[src/rtl/branch_resolve_pkg.sv]
// Shared definitions for the branch resolution block: FSM encodings, offset shift,
// and the control-flow decode helpers used by both the FSM and the target datapath.
package branch_resolve_pkg;

  localparam logic [1:0] ST_RUN      = 2'd0;
  localparam logic [1:0] ST_REDIRECT = 2'd1;
  localparam logic [1:0] ST_SQUASH   = 2'd2;

  // Branch offsets are in words, so they are scaled to bytes by this shift.
  localparam int unsigned BR_SHIFT = 2;

  typedef enum logic [1:0] {
    OP_NONE = 2'd0,
    OP_J    = 2'd1,
    OP_BEQ  = 2'd2,
    OP_BNE  = 2'd3
  } op_e;

  // J outranks BEQ, which outranks BNE, when several decode bits are set at once.
  function automatic op_e decode_op(input logic j, input logic beq, input logic bne);
    op_e op;
    op = OP_NONE;
    if (j)        op = OP_J;
    else if (beq) op = OP_BEQ;
    else if (bne) op = OP_BNE;
    return op;
  endfunction

  function automatic logic resolve_taken(input op_e op, input logic zero);
    logic taken;
    case (op)
      OP_J:    taken = 1'b1;
      OP_BEQ:  taken = zero;
      OP_BNE:  taken = ~zero;
      default: taken = 1'b0;
    endcase
    return taken;
  endfunction

endpackage

[src/rtl/branch_target.sv]
// Combinational branch/jump target generation: PC-relative adder for BEQ/BNE,
// region-preserving absolute address for J.
module branch_target
  import branch_resolve_pkg::*;
#(
  parameter int WIDTH = 32
) (
  input  logic [WIDTH-1:0] pc4,
  input  logic [15:0]      imm,
  input  logic [25:0]      jaddr,
  input  logic             sel_j,
  output logic [WIDTH-1:0] target
);

  logic [WIDTH-1:0] offset;
  logic [WIDTH-1:0] br_target;
  logic [WIDTH-1:0] j_target;

  always_comb begin
    // The adder wraps silently; no overflow is reported for branch targets.
    offset    = {{(WIDTH-16){imm[15]}}, imm} << BR_SHIFT;
    br_target = pc4 + offset;
    j_target  = {pc4[WIDTH-1:WIDTH-4], jaddr, 2'b00};
    target    = sel_j ? j_target : br_target;
  end

endmodule

[src/rtl/branch_resolve.sv]
// Resolves one control-flow instruction per handshake, holds the redirect until the
// fetch stage acks it, squashes the wrong-path slots and keeps saturating statistics.
module branch_resolve
  import branch_resolve_pkg::*;
#(
  parameter int WIDTH        = 32,
  parameter int SQUASH_SLOTS = 2,
  parameter int CNT_WIDTH    = 16
) (
  input  logic                 clk,
  input  logic                 reset,
  input  logic                 in_valid,
  output logic                 in_ready,
  input  logic                 is_beq,
  input  logic                 is_bne,
  input  logic                 is_j,
  input  logic [WIDTH-1:0]     in_pc4,
  input  logic [15:0]          in_imm,
  input  logic [25:0]          in_jaddr,
  input  logic                 zero,
  output logic                 redirect_valid,
  output logic [WIDTH-1:0]     redirect_pc,
  input  logic                 redirect_ack,
  output logic                 squash,
  output logic [CNT_WIDTH-1:0] br_count,
  output logic [CNT_WIDTH-1:0] taken_count
);

  localparam logic [3:0] SLOTS = 4'(SQUASH_SLOTS);

  logic [1:0]           state_q, state_d;
  logic [3:0]           squash_cnt_q, squash_cnt_d;
  logic                 redirect_valid_q, redirect_valid_d;
  logic [WIDTH-1:0]     redirect_pc_q, redirect_pc_d;
  logic [CNT_WIDTH-1:0] br_count_q, br_count_d;
  logic [CNT_WIDTH-1:0] taken_count_q, taken_count_d;

  op_e              op;
  logic             taken;
  logic             accept;
  logic             is_cond;
  logic [WIDTH-1:0] target;

  branch_target #(
    .WIDTH (WIDTH)
  ) u_target (
    .pc4    (in_pc4),
    .imm    (in_imm),
    .jaddr  (in_jaddr),
    .sel_j  (op == OP_J),
    .target (target)
  );

  always_comb begin
    in_ready = (state_q != ST_REDIRECT);
    squash   = (state_q == ST_SQUASH);
    accept   = in_valid & in_ready;
    op       = decode_op(is_j, is_beq, is_bne);
    taken    = resolve_taken(op, zero);
    is_cond  = (op == OP_BEQ) || (op == OP_BNE);
  end

  // NOTE: every signal gets its hold value first so no path through the case leaves
  // one unassigned, which would otherwise infer a latch.
  always_comb begin
    state_d          = state_q;
    squash_cnt_d     = squash_cnt_q;
    redirect_valid_d = redirect_valid_q;
    redirect_pc_d    = redirect_pc_q;
    br_count_d       = br_count_q;
    taken_count_d    = taken_count_q;

    case (state_q)
      ST_RUN: begin
        if (accept) begin
          if (is_cond && (br_count_q != '1)) begin
            br_count_d = br_count_q + 1'b1;
          end
          if (is_cond && taken && (taken_count_q != '1)) begin
            taken_count_d = taken_count_q + 1'b1;
          end
          if (taken) begin
            redirect_pc_d    = target;
            redirect_valid_d = 1'b1;
            state_d          = ST_REDIRECT;
          end
        end
      end

      ST_REDIRECT: begin
        if (redirect_ack) begin
          redirect_valid_d = 1'b0;
          if (SLOTS == 4'd0) begin
            state_d = ST_RUN;
          end else begin
            squash_cnt_d = SLOTS;
            state_d      = ST_SQUASH;
          end
        end
      end

      ST_SQUASH: begin
        // Wrong-path instructions are consumed blindly; their control bits never matter.
        if (accept) begin
          squash_cnt_d = squash_cnt_q - 4'd1;
          if (squash_cnt_q == 4'd1) begin
            state_d = ST_RUN;
          end
        end
      end

      default: begin
        state_d = ST_RUN;
      end
    endcase
  end

  // NOTE: sequential state uses non-blocking assignments so all flops update together
  // from values sampled at the same clock edge.
  always_ff @(posedge clk or posedge reset) begin
    if (reset) begin
      state_q          <= ST_RUN;
      squash_cnt_q     <= 4'd0;
      redirect_valid_q <= 1'b0;
      redirect_pc_q    <= '0;
      br_count_q       <= '0;
      taken_count_q    <= '0;
    end else begin
      state_q          <= state_d;
      squash_cnt_q     <= squash_cnt_d;
      redirect_valid_q <= redirect_valid_d;
      redirect_pc_q    <= redirect_pc_d;
      br_count_q       <= br_count_d;
      taken_count_q    <= taken_count_d;
    end
  end

  assign redirect_valid = redirect_valid_q;
  assign redirect_pc    = redirect_pc_q;
  assign br_count       = br_count_q;
  assign taken_count    = taken_count_q;

endmodule

[config.mk]
export PLATFORM = sky130hd
export DESIGN_NAME = branch_resolve
export DESIGN_NICKNAME = d
export VERILOG_FILES = /design/src/rtl/branch_resolve_pkg.sv /design/src/rtl/branch_target.sv /design/src/rtl/branch_resolve.sv
export SDC_FILE = /design/constraint.sdc
export NUM_CORES = 1
export LEC_CHECK = 0
export ABC_CLOCK_PERIOD_IN_PS = 3600
export BUFFER_PORTS_ARGS = -buffer_cell sky130_fd_sc_hd__buf_2
export CAP_MARGIN = 25
export CELL_PAD_IN_SITES_DETAIL_PLACEMENT = 2
export CELL_PAD_IN_SITES_GLOBAL_PLACEMENT = 2
export CORE_MARGIN = 4
export CORE_UTILIZATION = 32
export CTS_CLUSTER_DIAMETER = 60
export DETAILED_ROUTE_END_ITERATION = 10
export GPL_TIMING_DRIVEN = 0
export PLACE_DENSITY_LB_ADDON = 0.25
export SYNTH_ARGS = -nofsm -noshare
export SYNTH_HDL_FRONTEND = slang
export SYNTH_SLANG_ARGS = --single-unit
[constraint.sdc]
create_clock -name clk -period 3.6 [get_ports clk]
set_input_delay 0 -clock clk [delete_from_list [all_inputs] [get_ports clk]]
set_output_delay 0 -clock clk [all_outputs]
set_load 0.005 [all_outputs]
[Word level (Yosys, flattened, before mapping)]
Index checks and enable logic that the tools add are counted.
Storage, ports and cells
  register bits after elaboration: 71
  bits of input ports: 82
  output and inout port bits: 67
  logic and storage cells: 57
Cells by class
  $add $sub $neg: 4
  equal/unequal tests: 14
  mux-type cells: 18
  bitwise operators: 2
  reductions and logical operators: 13
Operators by type and width (count)
  $add 16x1->16 const B: 2
  $add 32x32->32: 1
  $mux 32: 1
  $ne 16x16->1 const B: 2
  $mux 2: 8
  $reduce_and 3->1: 4
  $mux 4: 2
  $pmux 4 s2: 1
  $eq 2x2->1 const B: 3
  $ne 2x1->1 const B: 3
  $ne 2x2->1 const B: 3
  $pmux 2 s3: 1
  $reduce_and 5->1: 1
  $eq 2x1->1 const B: 2
  $eq 4x1->1 const B: 1
  $reduce_and 4->1: 1
  $reduce_bool 2->1: 2
  $sub 4x1->4 const B: 1
  $logic_and 1x1->1: 3
  $mux 1: 3
  $pmux 1 s3: 1
  $logic_not 2->1: 1
  $pmux 1 s2: 1
  $and 1x1->1: 1
  2 further kinds: 2

[Depth between registers and ports, before layout]
Gate-level depths: netlist of the first run.
  depth after elaboration: 8
  gate-level depth with buffers: 11
  depth with buffers taken out: 11

[By module]
Synthesis of the first run repeated with hierarchy kept, for this count alone.
Unflattened totals
  cells, all modules: 561
  area, all modules: 5180.0 µm²
By module, submodules not included
  branch_resolve: times used 1, cells an instance 259, area each 3228.1 µm², seq. area each 1776.7 µm²
  branch_target: times used 1, cells an instance 302, area each 1951.9 µm², seq. area each 0.0 µm²

[Worst setup path before layout of the first run]
No wires, ideal clock.
  path type: input to register
  start point: input port in_pc4[9]
  end point: register redirect_pc_q[31] (netlist: redirect_pc[31])
  data arrival time: 2400 ps
  data required time: 3518 ps
  setup slack: 1118 ps
  stages: 10
  buffers on the path: 1
  cells stage by stage: ha_1 > clkbuf_1 > nand3_1 > or4_4 > a2111oi_4 > o2111ai_2 > o21ai_1 > xnor2_1 > or3_1 > a31oi_1
On the way
  word-level cells in the longest chain between the ends: 2
Ends and longest elaborated chain
  start: declaration: line branch_resolve.sv:17  | input logic [WIDTH-1:0] in_pc4,
  $add 32x32->32: line branch_target.sv:22  | br_target = pc4 + offset;
  $mux 32: line branch_target.sv:24  | target = sel_j ? j_target : br_target;
  end signal: assignment: line branch_resolve.sv:132  | redirect_pc_q <= redirect_pc_d;
  end: declaration: line branch_resolve.sv:34  | logic [WIDTH-1:0] redirect_pc_q, redirect_pc_d;
No other way between the ends.
A chain may end at the register's enable or synchronous reset.

[Final worst setup path of the first run]
  start point: input port in_pc4[2]
  end point: register redirect_pc_q[28] (netlist: redirect_pc[28])
The elaborated chain is that of the path after synthesis.

==> summary.txt, run 1 <==
GPL Wtd Cong = 0.815
hold depth = 3
H-tree depth = 3
Max VDD drop = 0.190 mV
reg2reg setup slack = 0.96 ns
worst-path maximum fanout = 5
Max Used Layer = met4
EDFF count, synth = 0
DR WL met2 = 8.97 mm
Fillers = 1634
CP Cell Sequence = buf_2, ha_1, fa_1, a211oi_1, o211ai_1, a31oi_1, o21ai_0, a41o_1, a31oi_1, xor2_1, o21ai_0, o21a_1
Seq/Total Area, Yosys = 0.376
synth cell count leaders = 71 x dfrtp_1, 64 x nand2_1, 63 x a21oi_1
final hold vios = 0
max_cap viols = 0
Hold Crit Class = in2reg
DRT iter0 DRCs = 131
clk_skew = 0.00847 ns
Switching Fraction = 0.374
reg2reg start = state_q[0]$_DFFE_PP0P_
Crit Path Class = in2reg
Startpoint Class = input pin
Setup-failing EPs final = 0
Die Y = 129 um
top-count cell post-synth = dfrtp_1
Clock power frac = 0.257
RSZ-0062 raised after global routing = false
vias in the first global route = 5338
top cells by area, synth = dfrtp_1 38%, ha_1 8.7%, a21oi_1 6.7%, xnor2_1 6.5%, o21ai_0 5.6%
Final nets = 844
#FFs+latches synth = 71
final wirelength = 17.4 mm
fin cells = 917
Fmax achieved = 336 MHz
count of different cell masters after synthesis = 47
Synth Net Count = 660
CTS Root Buffer Type = clkbuf_16
first-pass GRT wire length = 28.1 mm
Yosys Warn Count = 0
Crit Reg-Reg Endpoint = taken_count[13]$_DFFE_PP0P_
min cycle time layout = 2.97 ns
ys async rst share = 1.00
ANT cells = 0
Syn Area/Cell = 8.68 um^2
GR Util All Layers = 0.211
dpl cells = 877
Met3 Wirelength = 540 um
Hold Path End = redirect_pc[5]$_DFFE_PP0P_
status = completed
# resized after CTS = 0
area grow syn2layout = 32.1%
P_leak = 0.00301 uW
min-delay src = in_jaddr[3]
clk slew on worst S/H paths = 0.06 ns
Slew @ Worst Pin = 0.674 ns
fin util = 0.431
TritonCTS buffer count = 9
Port Buffers = 148
wl on met1 = 7.64 mm
TritonRoute pass-1 iters = 4
initial antenna violation count = 0
Min Hold Slack = 0.00603 ns
Rel. slew slack = 0.546
Final TNS setup = 0 ns
R2R depth = 8
share of cells above drive strength 1 = 0.243
starting density of the core = 0.326
DR DRC count = 0
core area = 14500 um^2
die width = 129 um
Pins Over Slew Limit = 0
Main synth FF type = dfrtp_1
Yosys top cell by area = dfrtp_1
# IOs = 149
aggregate global routing overflow = 0
Vias = 4805
Via-to-Cell Ratio = 5.24
Critical Path RT = 3.82 ns
die area = 16800 um^2
detailed-placement wirelength estimate = 13.6 mm
pin count of the biggest net entering global routing = 47
CTS tree = built
final antenna-violating net count = 0
crit end category = flip-flop
clk sink count = 71
std cell rows = 44
final period utilization = 0.826
NetSw = 1200 uW
Syn Inst Count = 544
Comb power frac = 0.359
CP max-delay cell = a31oi_1
Crit path largest cell delay = 0.54 ns
synthesized cell area = 4720 um^2
share of the synthesized area in the top cell type = 0.376
Total Power = 3190 uW
Cell Pwr Density = 512 nW/um^2
internal power = 2000 uW
Clk Latency, worst-skew pair = 0.34 ns
sequential power share = 0.384
Clock Path Buffers = 2
Routed WL per cell = 19.0 um
CP arrival = 3.19 ns
==> routing by layer <==
metal / track usage / up-vias
li1: - / 2304
met1: 0.267 / 2383
met2: 0.381 / 100
met3: 0.0214 / 18
met4: 0.0587 / 0
met5: 0 / -
==> state kept, by name (all words and copies together) (netlist names) <==
name	cells
state_q	2
taken_count	16
redirect_pc	32
br_count	16
redirect_valid	1
squash_cnt_q	4
==> layout by cell type (no fill, tap or decap), types with 12 or more instances in the layout <==
| cell type | count |
|---|---|
| a21oi_1 | 63 |
| buf_2 | 149 |
| clkbuf_1 | 19 |
| dfrtp_1 | 71 |
| dlygate4sd3_1 | 24 |
| ha_1 | 33 |
| inv_1 | 13 |
| nand2_1 | 64 |
| nand3_1 | 12 |
| nand4_1 | 13 |
| nor2_1 | 38 |
| o21ai_0 | 53 |
| xnor2_1 | 35 |
| xor2_1 | 20 |
==> through the flow <==
step	instance area, um^2	setup slack [ns]
6_report	6240	0.627
5_1_grt	6240	0.463
4_1_cts	6240	0.687
3_5_place_dp	5720	0.350
3_3_place_gp	5690	0.424
2_1_floorplan	4720	1.12
==> cell type report <==
cell class | instances | area [um^2] | area share
repair buffers | 173 | 1010 | 0.162
flip-flops and latches | 71 | 1780 | 0.285
well taps | 184 | 230 | 0.0369
multi-input cells | 437 | 2810 | 0.450
clock inverters | 7 | 50.0 | 0.00803
plain buffers | 22 | 85.1 | 0.0136
clock buffers | 9 | 225 | 0.0361
inverters | 14 | 55.1 | 0.00883
==> power by group through the flow <==
| stage | registers [uW] | clock network (uW) | logic [uW] |
|---|---|---|---|
| 2_1_floorplan | 1210 | 0 | 592 |
| 3_3_place_gp | 1220 | 0 | 1070 |
| 3_5_place_dp | 1240 | 0 | 1130 |
| 4_1_cts | 1230 | 849 | 1160 |
| 5_1_grt | 1250 | 882 | 1290 |
| 6_report | 1230 | 822 | 1150 |
==> worst max-delay path, delay by kind of cell <==
| family | cells | cell delay (ns) |
|---|---|---|
| buf+inv | 1 | 0.10 |
| xor+xnor | 1 | 0.16 |
| fa+ha+maj | 2 | 0.66 |
| compound gates | 8 | 2.25 |
==> repair_timing <==
item | CTS | global route
buffers inserted | 0 | 0
hold buffers | 24 | 0
endpoints found under the hold margin | 48 | 0
==> worst max-delay path by stage <==
stage,from,endpoint,slack [ns],cells after the start
after floorplan,in_pc4[9],redirect_pc[31]$_DFFE_PP0P_,1.12,10
after global placement,in_pc4[2],redirect_pc[28]$_DFFE_PP0P_,0.42,12
after detailed placement,in_pc4[2],redirect_pc[28]$_DFFE_PP0P_,0.35,12
after CTS,in_pc4[2],redirect_pc[28]$_DFFE_PP0P_,0.69,12
after global routing,in_pc4[2],redirect_pc[28]$_DFFE_PP0P_,0.46,12
final,in_pc4[2],redirect_pc[28]$_DFFE_PP0P_,0.63,12
==> kinds of logic (layout without fill, tap and decap cells) <==
family,count (synthesis),in the layout,share of synthesized area
adders and majority gates,34,34,0.0917
and+or+nand+nor,174,174,0.175
xor gates and xnor gates,55,55,0.102
buffers and inverters,36,225,0.0292
DFF,71,71,0.376
AOI/OAI and AO/OA,164,164,0.204
muxes,10,10,0.0217
(Power assumes the default switching activity.)
==> run 2, diff against run 1 <==
Settings changed: ABC_AREA set to 1, ABC_CLOCK_PERIOD_IN_PS 3600 to 2760, CORE_UTILIZATION 32 to 28.
Clock period 3.6 ns to 2.76 ns, I/O delays scaled along.
==> run 2 against run 1 <==
  * Non-clock buffer count fell by 12
  * Core utilization shrank 6.9 points
  * Cell count up 47%
==> summary.txt, run 2 <==
GPL Wtd Cong = 0.820
RSZ-0062 raised after global routing = false
pin count of the biggest net entering global routing = 44
top-count cell post-synth = nand2_1
most used cell, CP = nand2_1
reg2reg start = taken_count[0]$_DFFE_PP0P_
sequential power share = 0.381
Final nets = 1190
Yosys Warn Count = 0
ANT cells = 0
final period utilization = 0.669
initial antenna violation count = 0
largest family of logic cells by synthesized area = simple AND/OR/NAND/NOR gates
CP arrival = 2.06 ns
CP max-delay cell = dfrtp_1
Syn Inst Count = 894
Startpoint Class = flip-flop
TritonCTS buffer count = 9
status = completed
Routed WL per cell = 16.3 um
Port Buffers = 148
Max VDD drop = 0.258 mV
aggregate global routing overflow = 0
top cells by area, synth = dfrtp_1 31%, nand2_1 21%, inv_1 8.0%, ha_1 7.2%, nor2_1 6.4%
Crit path largest cell delay = 0.42 ns
fin util = 0.362
std cell rows = 52
Min Hold Slack = 0.0108 ns
#FFs+latches synth = 71
min cycle time layout = 1.85 ns
Die Y = 151 um
vias in the first global route = 6757
die width = 151 um
EDFF count, synth = 0
DR DRC count = 0
share of the synthesized area in the top cell type = 0.310
max_cap viols = 0
Rel. slew slack = 0.523
mux share of post-synthesis cell area = 0
P_leak = 0.00414 uW
end of the critical path = taken_count[14]$_DFFE_PP0P_
H-tree depth = 3
crit end category = flip-flop
DRT iter0 DRCs = 145
count of different cell masters after synthesis = 36
Pins Over Slew Limit = 0
Cell Pwr Density = 569 nW/um^2
Total Power = 4150 uW
CTS Root Buffer Type = clkbuf_16
CTS tree = built
Critical Path RT = 2.98 ns
core area = 20200 um^2
worst-path maximum fanout = 10
reg2reg setup slack = 0.91 ns
Synth Net Count = 1010
Clock power frac = 0.249
detailed-placement wirelength estimate = 17.6 mm
Main synth FF type = dfrtp_1
Clock Path Buffers = 2
R2R depth = 10
clk_skew = 0.00923 ns
clk sink count = 71
post-synthesis compound-gate area fraction = 0.0805
NetSw = 1550 uW
Worst Setup SP = taken_count[0]$_DFFE_PP0P_
CP Depth = 10
Vias = 6315
adder-cell share of the synthesized area = 0.0755
Via-to-Cell Ratio = 4.69
# IOs = 149
Comb power frac = 0.370
synthesized cell area = 5730 um^2
Syn Area/Cell = 6.41 um^2
final hold vios = 0
ys async rst share = 1.00
Slew @ Worst Pin = 0.716 ns
Hold Crit Class = in2reg
starting density of the core = 0.284
Final TNS setup = 0 ns
Switching Fraction = 0.373
Clk Latency, worst-skew pair = 0.33 ns
clk slew on worst S/H paths = 0.06 ns
TritonRoute pass-1 iters = 4
GR Util All Layers = 0.196
highest-count cells in the layout ignoring fill and taps = 324 x nand2_1, 152 x buf_2, 121 x inv_1
Crit Path Class = reg2reg
final wirelength = 21.9 mm
area grow syn2layout = 27.2%
Top Family by Delay on Critical Path = simple AND/OR/NAND/NOR gates
Seq/Total Area, Yosys = 0.310
Yosys top cell by area = dfrtp_1
Fmax achieved = 542 MHz
Crit Reg-Reg Endpoint = taken_count[14]$_DFFE_PP0P_
final antenna-violating net count = 0
commonest non-fill, non-tap cell in the layout = nand2_1
Post-Synth XOR/XNOR Area = 0.0550
first-pass GRT wire length = 35.2 mm
CP Cell Sequence = ha_1, inv_1, nor2_2, nand2_2, o21a_4, nand2_8, inv_4, buf_6, nand2_1, nand2_1
die area = 22800 um^2
max FFs per register = 32
synth cell count leaders = 324 x nand2_1, 122 x inv_1, 98 x nor2_1
Setup-failing EPs final = 0
simple-gate share of the synthesized area = 0.381
Buf/Inv on CP = 3
internal power = 2610 uW
share of cells above drive strength 1 = 0.179
[run 2: cell count changes after synthesis, moves of 13 or more]
cell      delta
clkbuf_1    -13
nand3_1     +47
nor2_1      +60
inv_1      +108
nand2_1    +260
xnor2_1     -21
o21ai_0     -36
[run 2: worst min-delay path, stage by stage]
cell	delay, ns
buf_2	0.07
nor2_1	0.03
nor2_1	0.09
nand2_1	0.06
nand2_1	0.05
[run 2: cell families (layout without fill, tap and decap cells)]
family | count (synthesis) | in the layout
simple gates | 526 | 526
fa+ha+maj | 34 | 34
compound gates | 84 | 84
buf+inv | 143 | 325
xor+xnor | 36 | 36
flops | 71 | 71
[run 2: final cells by class]
class | instances | area (um^2)
fill | 2536 | 12900
multi-input combinational | 680 | 3390
sequential | 71 | 1780
timing repair buffer | 169 | 968
inverter | 129 | 489
tap | 270 | 338
clock buffer | 11 | 243
buffer | 14 | 76.3
clock inverter | 2 | 10.0
[run 2: worst min-delay path by stage]
stage / start / depth (start not counted) / slack [ns] / end
after global placement: redirect_ack / 2 / 0.20 / state_q[0]$_DFFE_PP0P_
final: in_jaddr[20] / 5 / 0.01 / redirect_pc[22]$_DFFE_PP0P_
after CTS: in_jaddr[20] / 5 / 0.001 / redirect_pc[22]$_DFFE_PP0P_
after global routing: in_jaddr[17] / 5 / 0.04 / redirect_pc[19]$_DFFE_PP0P_
after detailed placement: reset / 2 / 0.04 / br_count[6]$_DFFE_PP0P_
after floorplan: redirect_ack / 1 / 0.09 / state_q[0]$_DFFE_PP0P_
[run 2: layer usage]
layer	vias up	global-route usage	part of all wire
li1	3150	-	-
met1	3034	0.242	0.44
met2	103	0.357	0.50
met3	28	0.0189	0.027
met4	0	0.0617	0.026
met5	-	0	0
[run 2: power by group through the flow]
| stage | sequential (uW) | combinational [uW] | clock, uW |
|---|---|---|---|
| finish | 1580 | 1540 | 1030 |
| global route | 1640 | 1770 | 1130 |
| CTS | 1590 | 1560 | 1080 |
| detailed placement | 1600 | 1520 | 0 |
| global placement | 1570 | 1480 | 0 |
| floorplan | 1600 | 791 | 0 |
[run 2: through the flow]
step           area [um^2]  setup WS, ns  std cells
6_report              7300         0.914       1346
5_1_grt               7300         0.726       1346
4_1_cts               7300         0.899       1346
3_5_place_dp          6840         0.640       1313
3_3_place_gp          6810        -0.153       1312
2_1_floorplan         5730         0.963        894
[run 2: timing repair]
action                                  4_1_cts  5_1_grt
hold endpoints to repair                     48        0
setup buffers                                 0        0
gates resized for setup                       0        0
endpoints found under the setup margin        0        0
hold buffers                                 20        0
